[src/rtl/codec_cfg_sequencer.sv]
// Codec register-configuration sequencer: runs the power-up init table over the
// shared I2C master, then arbitrates runtime single-register writes.
// Optional build macro: CODEC_CFG_RETRY_EN (NACK retry with MAX_RETRY resends).
module codec_cfg_sequencer #(
  parameter int STARTUP_CYC = 1000,
  parameter int GAP_CYC = 16,
  parameter logic [7:0] DEV_ADDR = 8'h34
`ifdef CODEC_CFG_RETRY_EN
  , parameter int MAX_RETRY = 3
`endif
) (
  input  logic        iCLK,
  input  logic        iRST_N,
  input  logic        iSTART,
  input  logic        iREQ,
  input  logic [6:0]  iREQ_ADDR,
  input  logic [8:0]  iREQ_DATA,
  output logic        oREQ_ACK,
  output logic        oREQ_ERR,
  output logic        oI2C_GO,
  output logic [23:0] oI2C_DATA,
  input  logic        iI2C_END,
  input  logic        iI2C_ACK,
  output logic        oBUSY,
  output logic        oCFG_DONE,
  output logic        oERR
);

  localparam logic [2:0] ST_STARTUP = 3'd0;
  localparam logic [2:0] ST_SEND    = 3'd1;
  localparam logic [2:0] ST_WAIT    = 3'd2;
  localparam logic [2:0] ST_GAP     = 3'd3;
  localparam logic [2:0] ST_READY   = 3'd4;
  localparam logic [2:0] ST_ERROR   = 3'd5;

  localparam logic [3:0]  LAST_IDX     = 4'd10;
  localparam logic [15:0] STARTUP_LAST = 16'(STARTUP_CYC - 1);
  localparam logic [15:0] GAP_LAST     = 16'(GAP_CYC - 1);

  // {reg[6:0], data[8:0]} for each init step
  function automatic logic [15:0] init_entry(input logic [3:0] idx);
    case (idx)
      4'd0:    init_entry = {7'd15, 9'h000};
      4'd1:    init_entry = {7'd6,  9'h000};
      4'd2:    init_entry = {7'd0,  9'h017};
      4'd3:    init_entry = {7'd1,  9'h017};
      4'd4:    init_entry = {7'd2,  9'h079};
      4'd5:    init_entry = {7'd3,  9'h079};
      4'd6:    init_entry = {7'd4,  9'h012};
      4'd7:    init_entry = {7'd5,  9'h000};
      4'd8:    init_entry = {7'd7,  9'h001};
      4'd9:    init_entry = {7'd8,  9'h000};
      4'd10:   init_entry = {7'd9,  9'h001};
      default: init_entry = 16'h0000;
    endcase
  endfunction

  logic [2:0]  state_r;
  logic [15:0] cnt_r;
  logic [3:0]  idx_r;
  logic        is_rt_r;
  logic [15:0] rt_frame_r;
  logic        resend_r;
  logic        start_pend_r;
  logic        i2c_go_r;
  logic [23:0] i2c_data_r;
  logic        req_ack_r;
  logic        req_err_r;
  logic        busy_r;
  logic        cfg_done_r;
  logic        err_r;

  logic gap_exit_s;
  logic start_now_s;
  logic new_send_s;
  logic retry_inc_s;
  logic retry_ok_s;

  assign gap_exit_s  = (state_r == ST_GAP) && (cnt_r == GAP_LAST);
  assign start_now_s = start_pend_r | iSTART;
  // Any transition into SEND that begins a fresh entry or request
  assign new_send_s  = ((state_r == ST_STARTUP) && (cnt_r == STARTUP_LAST)) ||
                       ((state_r == ST_READY) && (iSTART || iREQ)) ||
                       ((state_r == ST_ERROR) && iSTART) ||
                       (gap_exit_s && (start_now_s || !resend_r));
  assign retry_inc_s = (state_r == ST_WAIT) && iI2C_END && !iI2C_ACK && retry_ok_s;

`ifdef CODEC_CFG_RETRY_EN
  logic [7:0] retry_r;
  assign retry_ok_s = (retry_r < 8'(MAX_RETRY));

  // Resend counter for the entry or request currently in flight
  always_ff @(posedge iCLK) begin
    if (!iRST_N) begin
      retry_r <= 8'd0;
    end else if (new_send_s) begin
      retry_r <= 8'd0;
    end else if (retry_inc_s) begin
      retry_r <= retry_r + 8'd1;
    end else begin
      retry_r <= retry_r;
    end
  end
`else
  assign retry_ok_s = 1'b0;
`endif

  // Sequencer FSM with all outputs registered on the transitions
  always_ff @(posedge iCLK) begin
    if (!iRST_N) begin
      state_r      <= ST_STARTUP;
      cnt_r        <= 16'd0;
      idx_r        <= 4'd0;
      is_rt_r      <= 1'b0;
      rt_frame_r   <= 16'd0;
      resend_r     <= 1'b0;
      start_pend_r <= 1'b0;
      i2c_go_r     <= 1'b0;
      i2c_data_r   <= 24'd0;
      req_ack_r    <= 1'b0;
      req_err_r    <= 1'b0;
      busy_r       <= 1'b1;
      cfg_done_r   <= 1'b0;
      err_r        <= 1'b0;
    end else begin
      req_ack_r <= 1'b0;
      req_err_r <= 1'b0;
      if (iSTART && ((state_r == ST_SEND) || (state_r == ST_WAIT) || (state_r == ST_GAP))) begin
        start_pend_r <= 1'b1;
      end
      case (state_r)
        ST_STARTUP: begin
          if (cnt_r == STARTUP_LAST) begin
            cnt_r   <= 16'd0;
            idx_r   <= 4'd0;
            is_rt_r <= 1'b0;
            state_r <= ST_SEND;
          end else begin
            cnt_r <= cnt_r + 16'd1;
          end
        end
        ST_SEND: begin
          i2c_go_r   <= 1'b1;
          i2c_data_r <= {DEV_ADDR, is_rt_r ? rt_frame_r : init_entry(idx_r)};
          state_r    <= ST_WAIT;
        end
        ST_WAIT: begin
          if (iI2C_END) begin
            i2c_go_r <= 1'b0;
            cnt_r    <= 16'd0;
            if (iI2C_ACK) begin
              resend_r  <= 1'b0;
              req_ack_r <= is_rt_r;
              state_r   <= ST_GAP;
            end else if (retry_ok_s) begin
              resend_r <= 1'b1;
              state_r  <= ST_GAP;
            end else if (is_rt_r) begin
              resend_r  <= 1'b0;
              req_ack_r <= 1'b1;
              req_err_r <= 1'b1;
              state_r   <= ST_GAP;
            end else begin
              // A failed init entry is terminal; a restart needs a fresh iSTART
              err_r        <= 1'b1;
              busy_r       <= 1'b0;
              start_pend_r <= 1'b0;
              state_r      <= ST_ERROR;
            end
          end
        end
        ST_GAP: begin
          if (gap_exit_s) begin
            cnt_r    <= 16'd0;
            resend_r <= 1'b0;
            if (start_now_s) begin
              start_pend_r <= 1'b0;
              cfg_done_r   <= 1'b0;
              is_rt_r      <= 1'b0;
              idx_r        <= 4'd0;
              state_r      <= ST_SEND;
            end else if (resend_r) begin
              state_r <= ST_SEND;
            end else if (is_rt_r || (idx_r == LAST_IDX)) begin
              cfg_done_r <= cfg_done_r | !is_rt_r;
              busy_r     <= 1'b0;
              state_r    <= ST_READY;
            end else begin
              idx_r   <= idx_r + 4'd1;
              state_r <= ST_SEND;
            end
          end else begin
            cnt_r <= cnt_r + 16'd1;
          end
        end
        ST_READY: begin
          if (iSTART) begin
            cfg_done_r <= 1'b0;
            idx_r      <= 4'd0;
            is_rt_r    <= 1'b0;
            busy_r     <= 1'b1;
            state_r    <= ST_SEND;
          end else if (iREQ) begin
            rt_frame_r <= {iREQ_ADDR, iREQ_DATA};
            is_rt_r    <= 1'b1;
            busy_r     <= 1'b1;
            state_r    <= ST_SEND;
          end
        end
        ST_ERROR: begin
          if (iSTART) begin
            err_r   <= 1'b0;
            idx_r   <= 4'd0;
            is_rt_r <= 1'b0;
            busy_r  <= 1'b1;
            state_r <= ST_SEND;
          end
        end
        default: begin
          state_r  <= ST_STARTUP;
          cnt_r    <= 16'd0;
          i2c_go_r <= 1'b0;
          busy_r   <= 1'b1;
        end
      endcase
    end
  end

  assign oREQ_ACK  = req_ack_r;
  assign oREQ_ERR  = req_err_r;
  assign oI2C_GO   = i2c_go_r;
  assign oI2C_DATA = i2c_data_r;
  assign oBUSY     = busy_r;
  assign oCFG_DONE = cfg_done_r;
  assign oERR      = err_r;

endmodule

[config.mk]
export PLATFORM = sky130hd
export DESIGN_NAME = codec_cfg_sequencer
export DESIGN_NICKNAME = d
export VERILOG_FILES = /design/src/rtl/codec_cfg_sequencer.sv
export SDC_FILE = /design/constraint.sdc
export NUM_CORES = 1
export LEC_CHECK = 0
export CORE_ASPECT_RATIO = 0.5
export CORE_MARGIN = 2
export CORE_UTILIZATION = 35
export CTS_CLUSTER_SIZE = 30
export DETAILED_ROUTE_END_ITERATION = 7
export SKIP_LAST_GASP = 1
export SLEW_MARGIN = 20
export SYNTH_ARGS = -nofsm -noshare
export SYNTH_HDL_FRONTEND = slang
export SYNTH_SLANG_ARGS = --single-unit
[constraint.sdc]
create_clock -name iCLK -period 2.6 [get_ports iCLK]
set_input_delay 0.52 -clock iCLK [delete_from_list [all_inputs] [get_ports iCLK]]
set_output_delay 0.52 -clock iCLK [all_outputs]
set_load 0.02 [all_outputs]
==> flow_summary.yaml <==
outcome:
  status: "finished clean"
pwr:
  p_clk_share_pct: 40.3
  switchingPower_w: 0.000894
  internal_power_w: 0.00224
  swShare_pct: 28.5
  seqPwrFrac_pct: 38.8
  max-vdd-ir-drop_v: 0.000340
  combPwrFrac_pct: 20.9
  power_density_mw_per_mm2: 682
  power_leakage_nw: 1.66
clock_tree:
  clock_sink_count: 73
  cts_tree: "yes"
  ctsHtreeMaxLevel: 3
  clock_tree.root_cell: "clkbuf_16"
  cts.clk_slew.worst_paths_ns: 0.06
  numCtsBuffers: 9
  clockBufferDepth: 2
  insertion_delay_ns: 0.34
  postCtsSetupRepairBufs: 0
global_routing:
  grt_pass1_wl_um: 14200
  grt_usage_pct: 16.6
  first_global_vias: 2898
  grt_antenna_before_repair: 0
  grt_max_degree: 43
  grt.overflow.total: 0
sta:
  fin_skew_ns: 0.00625
  hold_viol: 0
  max_freq_mhz: 404
  setup_viol: 0
  slew_headroom_pct: 30.8
  rsz0062_at_grt: "yes"
  hold_ws_ns: 0.451
  setup_ws_ns: 0.127
  worst_pin_slew_ns: 1.04
  fin_crit_ns: 2.47
  tns_ns: 0
  period_share_pct: 95.1
  drv_slew: 0
placement:
  pre_cts_ws_ns: 0.0114
  dp_cells: 607
  hpwlAfterDp_um: 5890
  globalplace.congestion: 0.820
  numPortBuffers: 46
finish:
  stdcell_count: 623
  fin_util_pct: 47.9
  mostFrequentLayoutCells: "dfxtp_1, nand2_1, nor2_1"
  nNetsFinal: 508
  layout_commonest_cell: "dfxtp_1"
  antenna_cells: 0
  drive_gt1_share_pct: 14.1
  fillers: 950
  syn_to_final_growth_pct: 30.8
synth:
  synth_edf_count: 0
  yosysSeqAreaShare_pct: 41.6
  dominantRegCellSynth: "dfxtp_1"
  synth-seq-cells: 73
  synthArstFlopShare_pct: 0
  syn_inst: 417
  avgSynthCellArea_um2: 8.43
  syn-cell-area_mm2: 0.00352
  ys_types: 66
  yosys_warnings: 0
worst_setup_path:
  cp_max_fo: 6
  startpoint_type: "flop"
  critPathLaunch: "cnt_r[15]"
  cp.required_ns: 2.83
  r2r-start: "cnt_r[15]"
  r2r_slack_ns: 0.13
  crit_type: "reg -> reg"
  end_kind: "flop"
  cp.arrival_ns: 2.70
  rr_worst_depth: 8
floorplan:
  start_util_pct: 36.6
  die-width_um: 146
  io_pins: 52
  core-area_mm2: 0.00960
  std_cell_rows: 25
  die-area_mm2: 0.0109
  dieHeight_um: 74.9
run:
  cap_violations: 0
hold_path:
  whs_path_depth: 2
  min_to: "oI2C_DATA[7]"
  worstHoldPathType: "reg -> reg"
  hp-start: "oI2C_DATA[7]"
detailed_routing:
  first_iter_violations: 215
  remaining_drc_errors: 0
  num_vias: 3142
  wire_per_inst_um: 13.9
  detail-route-antenna-nets: 0
  routed_wl_um: 8680
  viasPerCell: 5.04
  drt-pass1-iter-count: 4
[metrics by stage]
| step | cell area (µm²) | power [W] |
|---|---|---|
| 3_3_place_gp | 4290 | 0.00189 |
| 5_1_grt | 4600 | 0.00329 |
| 4_1_cts | 4600 | 0.00317 |
| 3_5_place_dp | 4290 | 0.00189 |
| 2_1_floorplan | 3540 | 0.00165 |
| 6_report | 4600 | 0.00314 |
[cell usage after synthesis (2+ instances only)]
cell type	count	area share (%)
nor4_1	2	0.36
a21oi_1	40	5.7
nor3b_1	2	0.43
a221oi_2	2	0.85
nand2_1	61	6.5
o32a_1	2	0.57
a221o_1	2	0.57
xor2_1	8	2.0
o22ai_1	2	0.36
ha_1	3	1.1
a31oi_1	5	0.89
a211oi_1	11	2.3
nor3_1	8	1.1
nand3_1	13	1.9
or3_1	2	0.36
and3b_1	2	0.50
and2_1	2	0.36
and3_1	4	0.71
buf_4	7	1.5
inv_1	6	0.64
nor2b_1	6	1.1
a32oi_1	2	0.50
nor2_1	51	5.4
clkbuf_1	18	1.9
xnor2_1	8	2.0
nor2_2	2	0.36
o41a_4	2	1.2
dfxtp_1	73	42
o21a_1	2	0.43
clkinv_1	2	0.21
o221a_2	2	0.64
nand4_1	5	0.89
nand2b_1	2	0.36
mux2i_1	11	3.1
a41oi_1	2	0.50
a21boi_0	2	0.43
nand3b_1	2	0.43
o21ai_0	7	1.0
o21ai_1	5	0.71
buf_1	3	0.32
[power by group through the flow]
stage | clock network, W | registers [W] | logic, W
floorplan | 0 | 0.00127 | 0.000379
global placement | 0 | 0.00124 | 0.000651
detailed placement | 0 | 0.00124 | 0.000654
CTS | 0.00129 | 0.00122 | 0.000660
global route | 0.00135 | 0.00122 | 0.000720
finish | 0.00127 | 0.00122 | 0.000656
[area by class of cell]
class / instances / area, µm² / area share (%)
Clock inverter: 6 / 66.3 / 1.44
Multi-Input combinational cell: 310 / 1910 / 41.6
Tap cell: 135 / 169 / 3.67
Inverter: 9 / 35.0 / 0.762
Sequential cell: 73 / 1460 / 31.8
Timing Repair Buffer: 80 / 716 / 15.6
Clock buffer: 10 / 239 / 5.20
[layer usage]
metal	vias up	part of all wire, %	GRT usage (%)
met5	-	0	0
met4	0	1.3	6.10
met3	6	5.8	5.76
li1	1606	-	-
met2	102	43	25.8
met1	1428	50	21.8
[worst max-delay path by stage]
| stage | endpoint | slack, ns | depth (start not counted) |
|---|---|---|---|
| after floorplan | flop | 0.07 | 10 |
| after global placement | cnt_r[11] | 0.04 | 8 |
| after detailed placement | cnt_r[11] | 0.01 | 8 |
| after CTS | flop | 0.06 | 7 |
| after global routing | flop | -0.04 | 8 |
| final | flop | 0.13 | 8 |
[what timing repair did]
item | 4_1_cts | 5_1_grt
hold buffers | 0 | 0
resized for setup | 0 | 1
endpoints found under the setup margin | 0 | 6
[logic make-up after synthesis]
family | count (synthesis) | share of synthesized area [%]
xor gates and xnor gates | 16 | 3.99
adders and majority gates | 3 | 1.07
and+or+nand+nor | 173 | 24.6
muxes | 12 | 3.45
AOI/OAI and AO/OA | 101 | 20.4
buffers and inverters | 38 | 4.84
DFF | 73 | 41.6
other | 1 | 0.107
[worst max-delay path, stage by stage (launching register included)]
cell and delay [ns]:
dfxtp_1 0.35, nor4b_4 0.32, nand4b_4 0.18, o41a_4 0.54
o311ai_1 0.36, o41a_4 0.25, inv_2 0.07, o2bb2ai_1 0.12
a22o_1 0.18
(Power assumes the default switching activity.)
